## src/rtl/display_scanner_if.sv

```systemverilog
// Scan interface: BCD time and mode in from the timekeeping core,
// one registered (location, digit) pair plus colon/tick out to the segment driver.
interface display_scanner_if;
  logic [23:0] time_bcd;
  logic [1:0]  mode;
  logic [1:0]  location;
  logic [3:0]  digit;
  logic        col_on;
  logic        scan_tick;

  modport master (
    output time_bcd, mode,
    input  location, digit, col_on, scan_tick
  );

  modport slave (
    input  time_bcd, mode,
    output location, digit, col_on, scan_tick
  );
endinterface

```

## src/rtl/display_scanner.sv

```systemverilog
// Time-multiplexes four BCD display positions, one registered update every REFRESH_DIV cycles.
// No backpressure: the downstream driver samples location/digit on scan_tick; inputs reach outputs only through registers.
module display_scanner #(
  parameter int REFRESH_DIV  = 12500,
  parameter int BLINK_FRAMES = 125
) (
  input logic              M_CLOCK,
  input logic              M_RESETN,
  display_scanner_if.slave scan_if
);

  localparam int PW = $clog2(REFRESH_DIV);
  localparam int FW = (BLINK_FRAMES > 1) ? $clog2(BLINK_FRAMES) : 1;
  localparam logic [PW-1:0] PRESC_LAST = PW'(REFRESH_DIV - 1);
  localparam logic [FW-1:0] FRAME_LAST = FW'(BLINK_FRAMES - 1);
  localparam logic [3:0]    BLANK      = 4'hF;

  typedef enum logic [1:0] {
    MODE_NORMAL = 2'b00,
    MODE_SEC    = 2'b01,
    MODE_MIN    = 2'b10,
    MODE_HOUR   = 2'b11
  } mode_e;

  // Position 3 is leftmost; seconds-set slides the window right by one field.
  function automatic logic [3:0] pick_digit(
    input logic [23:0] t,
    input mode_e       md,
    input logic [1:0]  pos,
    input logic        vis
  );
    logic [3:0] nib;
    logic       hide;
    if (md == MODE_SEC) begin
      case (pos)
        2'd3:    nib = t[15:12];
        2'd2:    nib = t[11:8];
        2'd1:    nib = t[7:4];
        default: nib = t[3:0];
      endcase
    end else begin
      case (pos)
        2'd3:    nib = t[23:20];
        2'd2:    nib = t[19:16];
        2'd1:    nib = t[15:12];
        default: nib = t[11:8];
      endcase
    end
    hide = (nib > 4'd9);
    if (md == MODE_NORMAL && pos == 2'd3 && nib == 4'd0) hide = 1'b1;
    if (!vis) begin
      if (md == MODE_HOUR && pos[1]) hide = 1'b1;
      if ((md == MODE_MIN || md == MODE_SEC) && !pos[1]) hide = 1'b1;
    end
    return hide ? BLANK : nib;
  endfunction

  logic [PW-1:0] presc_q, presc_d;
  logic [1:0]    loc_q, loc_d;
  logic [3:0]    digit_q, digit_d;
  logic          col_q, col_d;
  logic          tick_q, tick_d;
  logic [FW-1:0] frame_q, frame_d;
  logic          phase_q, phase_d;
  logic [23:0]   shadow_q, shadow_d;
  mode_e         last_mode_q, last_mode_d;

  mode_e mode_in;
  logic  tc;
  logic  wrap;
  logic  mode_chg;

  assign mode_in  = mode_e'(scan_if.mode);
  assign tc       = (presc_q == PRESC_LAST);
  assign wrap     = tc && (loc_q == 2'd0);
  assign mode_chg = (mode_in != last_mode_q);

  always_comb begin
    presc_d     = tc ? '0 : presc_q + 1'b1;
    loc_d       = tc ? loc_q - 2'd1 : loc_q;
    shadow_d    = wrap ? scan_if.time_bcd : shadow_q;
    last_mode_d = mode_in;
    tick_d      = tc;
    frame_d     = frame_q;
    phase_d     = phase_q;
    if (wrap) begin
      if (frame_q == FRAME_LAST) begin
        frame_d = '0;
        phase_d = ~phase_q;
      end else begin
        frame_d = frame_q + 1'b1;
      end
    end
    // A mode change re-arms the blink so the field being edited shows at once.
    if (mode_chg) begin
      frame_d = '0;
      phase_d = 1'b1;
    end
    digit_d = digit_q;
    col_d   = col_q;
    if (tc) begin
      digit_d = pick_digit(shadow_d, mode_in, loc_d, phase_d);
      col_d   = (mode_in == MODE_NORMAL) ? phase_d : 1'b1;
    end
  end

  always_ff @(posedge M_CLOCK or negedge M_RESETN) begin
    if (!M_RESETN) begin
      presc_q     <= '0;
      loc_q       <= 2'd3;
      digit_q     <= BLANK;
      col_q       <= 1'b1;
      tick_q      <= 1'b0;
      frame_q     <= '0;
      phase_q     <= 1'b1;
      shadow_q    <= '0;
      last_mode_q <= MODE_NORMAL;
    end else begin
      presc_q     <= presc_d;
      loc_q       <= loc_d;
      digit_q     <= digit_d;
      col_q       <= col_d;
      tick_q      <= tick_d;
      frame_q     <= frame_d;
      phase_q     <= phase_d;
      shadow_q    <= shadow_d;
      last_mode_q <= last_mode_d;
    end
  end

  assign scan_if.location  = loc_q;
  assign scan_if.digit     = digit_q;
  assign scan_if.col_on    = col_q;
  assign scan_if.scan_tick = tick_q;

endmodule

```

## src/flat_wrapper.sv

```systemverilog
// flat-port wrapper written by rule: the top's interface ports become plain ports
module display_scanner_flat 
#(
  parameter int REFRESH_DIV  = 12500,
  parameter int BLINK_FRAMES = 125
)
  (M_CLOCK, M_RESETN, scan_if_time_bcd, scan_if_mode, scan_if_location, scan_if_digit, scan_if_col_on, scan_if_scan_tick);
  display_scanner_if scan_if_i ();
  input logic M_CLOCK;
  input logic M_RESETN;
  input wire logic [$bits(scan_if_i.time_bcd)-1:0] scan_if_time_bcd;
  input wire logic [$bits(scan_if_i.mode)-1:0] scan_if_mode;
  output wire logic [$bits(scan_if_i.location)-1:0] scan_if_location;
  output wire logic [$bits(scan_if_i.digit)-1:0] scan_if_digit;
  output wire logic [$bits(scan_if_i.col_on)-1:0] scan_if_col_on;
  output wire logic [$bits(scan_if_i.scan_tick)-1:0] scan_if_scan_tick;
  assign scan_if_i.time_bcd = scan_if_time_bcd;
  assign scan_if_i.mode = scan_if_mode;
  assign scan_if_location = scan_if_i.location;
  assign scan_if_digit = scan_if_i.digit;
  assign scan_if_col_on = scan_if_i.col_on;
  assign scan_if_scan_tick = scan_if_i.scan_tick;
  display_scanner #(.REFRESH_DIV(REFRESH_DIV), .BLINK_FRAMES(BLINK_FRAMES)) u_core (.M_CLOCK(M_CLOCK), .M_RESETN(M_RESETN), .scan_if(scan_if_i));
endmodule
```

## config.mk

```make
export PLATFORM = sky130hd
export DESIGN_NAME = display_scanner_flat
export DESIGN_NICKNAME = d
export VERILOG_FILES = /design/src/rtl/display_scanner_if.sv /design/src/rtl/display_scanner.sv /design/src/flat_wrapper.sv
export SDC_FILE = /design/constraint.sdc
export NUM_CORES = 1
export LEC_CHECK = 0
export CORE_MARGIN = 1.5
export CORE_UTILIZATION = 40
export CTS_BUF_LIST = sky130_fd_sc_hd__clkbuf_16
export DETAILED_ROUTE_END_ITERATION = 16
export GPL_ROUTABILITY_DRIVEN = 0
export PLACE_DENSITY = 0.59
export SLEW_MARGIN = 10
export SYNTH_ARGS = -nofsm -noshare
export SYNTH_HDL_FRONTEND = slang
export SYNTH_SLANG_ARGS = --single-unit
```

## constraint.sdc

```tcl
create_clock -name M_CLOCK -period 4 [get_ports M_CLOCK]
set_clock_uncertainty 0.15 [all_clocks]
set_input_delay 0.4 -clock M_CLOCK [delete_from_list [all_inputs] [get_ports M_CLOCK]]
set_output_delay 0.4 -clock M_CLOCK [all_outputs]
set_load 0.02 [all_outputs]
```

==> summary.md <==
| Metric | Value |
|---|---|
| Slew margin rel. | 24.24% |
| Sequential fraction of the synthesis area | about half |
| Area growth syn-to-layout | 21.25% |
| Synth area leader | dfrtp_1 |
| Final setup vio count | 0 |
| Vias per cell | ~5.2 |
| #FFs+latches synth | 56 |
| Max stage delay cell, worst path | mux2i_1 |
| Placed cell areas | 3401 sq um |
| Post-synth top cells | dfrtp_1, nand2_1, nor2_1, nand3_1, inv_1 |
| Mux cell area share after synthesis | 7.768% |
| Port Buf Inserts | 35 |
| Max Cap Viol | 0 |
| Setup Fix Bufs, Post-CTS | 0 |
| Setup crit start kind | register |
| Dpl ws | 0.2884 ns |
| Initial antenna violation count | 0 |
| Largest net degree at the start of global routing | 31 |
| Combinational family with the most area after synthesis | simple AND/OR/NAND/NOR gates |
| Worst Slack Setup Final | 0.2441 ns |
| Max Freq | 0.2663 GHz |
| Chip Height | about 90 um |
| PD cells | 305.7 nW/um^2 |
| Worst r2r src | u_core.scan_if.location[0] |
| Top cell type's share of synthesized area | between 40% and 50% |
| Unique masters post-synth | 45 |
| Total power draw | 1087 uW |
| Post-synthesis xor/xnor area fraction | 4.780% |
| Post-Synth Simple-Gate Area | 21.30% |
| CP arrival | 3.83 ns |
| DRC viols | 0 |
| Clock sink count | 56 |
| Largest stage delay on the critical path | approximately 0.86 ns |
| Post_cts resized | 0 |
| Final Max Slew Viols | 0 |
| Core Util, Final | 49.54% |
| Syn Std Cell Area | 2932 sq um |
| Clock Latency Late Sink | 0.29 ns |
| TritonCTS clock tree | built |
| Grt total ovfl | 0 |
| TNS Setup | 0 ns |
| P_leak | ~0.0015 uW |
| EDFF count, synth | 0 |
| Worst R2R End | u_core.scan_if.digit[0] |
| Critical Path Sink Type | register |
| Wirelength, routed | 6175 um |
| Synth area leaders | dfrtp_1, dfstp_2, nand2_1, mux2i_1, nand3_1 |
| CP max FO | 13 |
| Setup Crit Path Kind | register to register |
| CTS Buffer Depth | 2 |
| Root Buffer | clkbuf_16 |
| GRT Util Overall | ~17% |
| Die width | 88.61 um |
| Crit-path cells | inv_1 -> ha_1 -> nand2_1 -> mux2i_1 -> nand3_1 -> o311ai_0 -> nand4_1 -> or4_4 -> a41oi_2 |
| First-pass GRT wire length | 10040 um |
| Predominant post-synthesis flop cell | dfrtp_1 |
| Iter 0 DRT Violations | 102 |
| Core ar. | between 7000 and 8000 sq um |
| Clk slew on worst S/H paths | 0.08 ns |
| Setup crit end | u_core.scan_if.digit[0] |
| # IOs | 36 |
| Die Footprint | a little under 8000 sq um |
| Peak VDD IR | 0.1555 mV |
| Status | finished clean |
| Unrepaired setup endpoints after global routing | false |
| Ys async rst share | 100.0% |
| Via count | 2261 |
| Number of cell rows | 31 |
| Layout cells sized above 1 | 12.35% |
| Post-layout nets | 374 |
| Syn. warnings | 0 |
| H-tree levels | 2 |
| Data required, critical path | 4.07 ns |
| Synth Area in Adders | between 2 and 3% |
| Drt pass-1 iters | 4 |
| Post-DP HPWL | around 4300 um |
| Final hold violations | 0 |
| Worst R2R Setup Slack | 0.24 ns |
| CTS Buf Count | 5 |
| HP Class | register to register |
| WL per Instance | 14.07 um |
| # diodes | 0 |
| Post-synthesis net count | 335 |
| Tmin final | 3.756 ns |
| Crit path launch | u_core.scan_if.location[0] |
| Worst R2R Path Depth | 9 |
| Mapped Avg Cell Area | 9.772 sq um |
| Gate Count Post-Synth | 300 |
| Post-route design area | roughly 3600 sq um |
| Worst-Margin Slew | 1.105 ns |
| Antenna Nets Post-Route | 0 |
| Period utilisation layout | between 90% and 100% |
| Synth Area in Compound Gates | between 10% and 20% |
| Top-count cell post-synth | dfrtp_1 |
| Vias in the first global route | just over 2000 |
| Initial Util | 40.85% |
==> placed cells by master (no fill, tap or decap), types with 7 or more instances in the layout <==
cell | synthesis | final
a21oi_1 | 12 | 12
buf_4 | 0 | 8
clkdlybuf4s50_1 | 0 | 34
dfrtp_1 | 48 | 48
dfstp_2 | 8 | 8
ha_1 | 7 | 7
inv_1 | 19 | 19
mux2i_1 | 13 | 13
nand2_1 | 38 | 38
nand3_1 | 25 | 25
nor2_1 | 26 | 26
o21ai_0 | 9 | 9
o31ai_1 | 7 | 7
xnor2_1 | 9 | 9
xor2_1 | 7 | 7
==> report_power, final <==
part | switching [uW] | total [uW] | internal (uW)
Clock | 206 | 437 | 230
Combinational | 36.5 | 73.6 | 37.1
Sequential | 2.70 | 576 | 574
Total | 245 | 1090 | 841
==> cell families (layout without fill, tap and decap cells) <==
group,after synthesis,after routing
AOI/OAI and AO/OA,46,46
adders and majority gates,7,7
buffers and inverters,31,71
and+or+nand+nor,123,123
xor gates and xnor gates,16,16
DFF,56,56
muxes,21,21
==> sequential cells by signal, summed over array words and instances, names as in the netlist <==
signal,cells
u_core.frame_q,7
u_core.last_mode_q,2
u_core.phase_q,1
u_core.presc_q,14
u_core.scan_if.col_on,1
u_core.scan_if.digit,4
u_core.scan_if.location,2
u_core.scan_if.scan_tick,1
u_core.shadow_q,24
==> how the worst min path moves through the flow <==
stage                        startpoint                   to  slack, ns  cells after the start
floorplan                      M_RESETN    u_core.frame_q[0]      -0.05                      0
global placement    u_core.shadow_q[18]  u_core.shadow_q[18]       0.29                      2
detailed placement  u_core.shadow_q[20]  u_core.shadow_q[20]       0.30                      2
CTS                 u_core.shadow_q[20]  u_core.shadow_q[20]       0.32                      2
global route         u_core.presc_q[10]   u_core.presc_q[10]       0.35                      1
finish              u_core.shadow_q[17]  u_core.shadow_q[17]       0.32                      2
==> routing by layer <==
layer  share of wire (%)  vias to the layer above  wire length [um]  GRT usage, %
li1                    -                     1121                 -             -
met1                  53                     1090              3287         25.18
met2                  42                       43              2607         24.57
met3                 3.4                        7               207         3.078
met4                 1.2                        0                72         5.114
met5                   0                        -                 0             0
==> per-stage QoR <==
| step | cells | hold WS (ns) |
|---|---|---|
| 2_1_floorplan | 300 | -0.04559 |
| 3_3_place_gp | 430 | 0.2936 |
| 3_5_place_dp | 430 | 0.3006 |
| 4_1_cts | 439 | 0.3168 |
| 5_1_grt | 439 | 0.3462 |
| 6_report | 439 | 0.3160 |
==> layout make-up <==
class	count	area, sq um
Fill cell	672	3621
Sequential cell	56	1411
Multi-Input combinational cell	213	1389
Timing Repair Buffer	44	415.4
Clock buffer	5	125.1
Tap cell	99	123.9
Inverter	19	71.32
Clock inverter	3	18.77
==> critical path, delay by kind of cell (launching register included) <==
| family | cells | cell delay (ns) |
|---|---|---|
| buffers and inverters | 1 | 0.16 |
| adders and majority gates | 1 | 0.45 |
| AOI/OAI and AO/OA | 2 | 0.36 |
| and+or+nand+nor | 4 | 1.04 |
| muxes | 1 | 0.86 |
| DFF | 1 | 0.66 |
==> repair_timing <==
item | in CTS | in global routing
endpoints found under the hold margin | 12 | 0
setup endpoints to repair | 0 | 0
hold buffers | 1 | 0
Power figures use the tool's default switching activity.
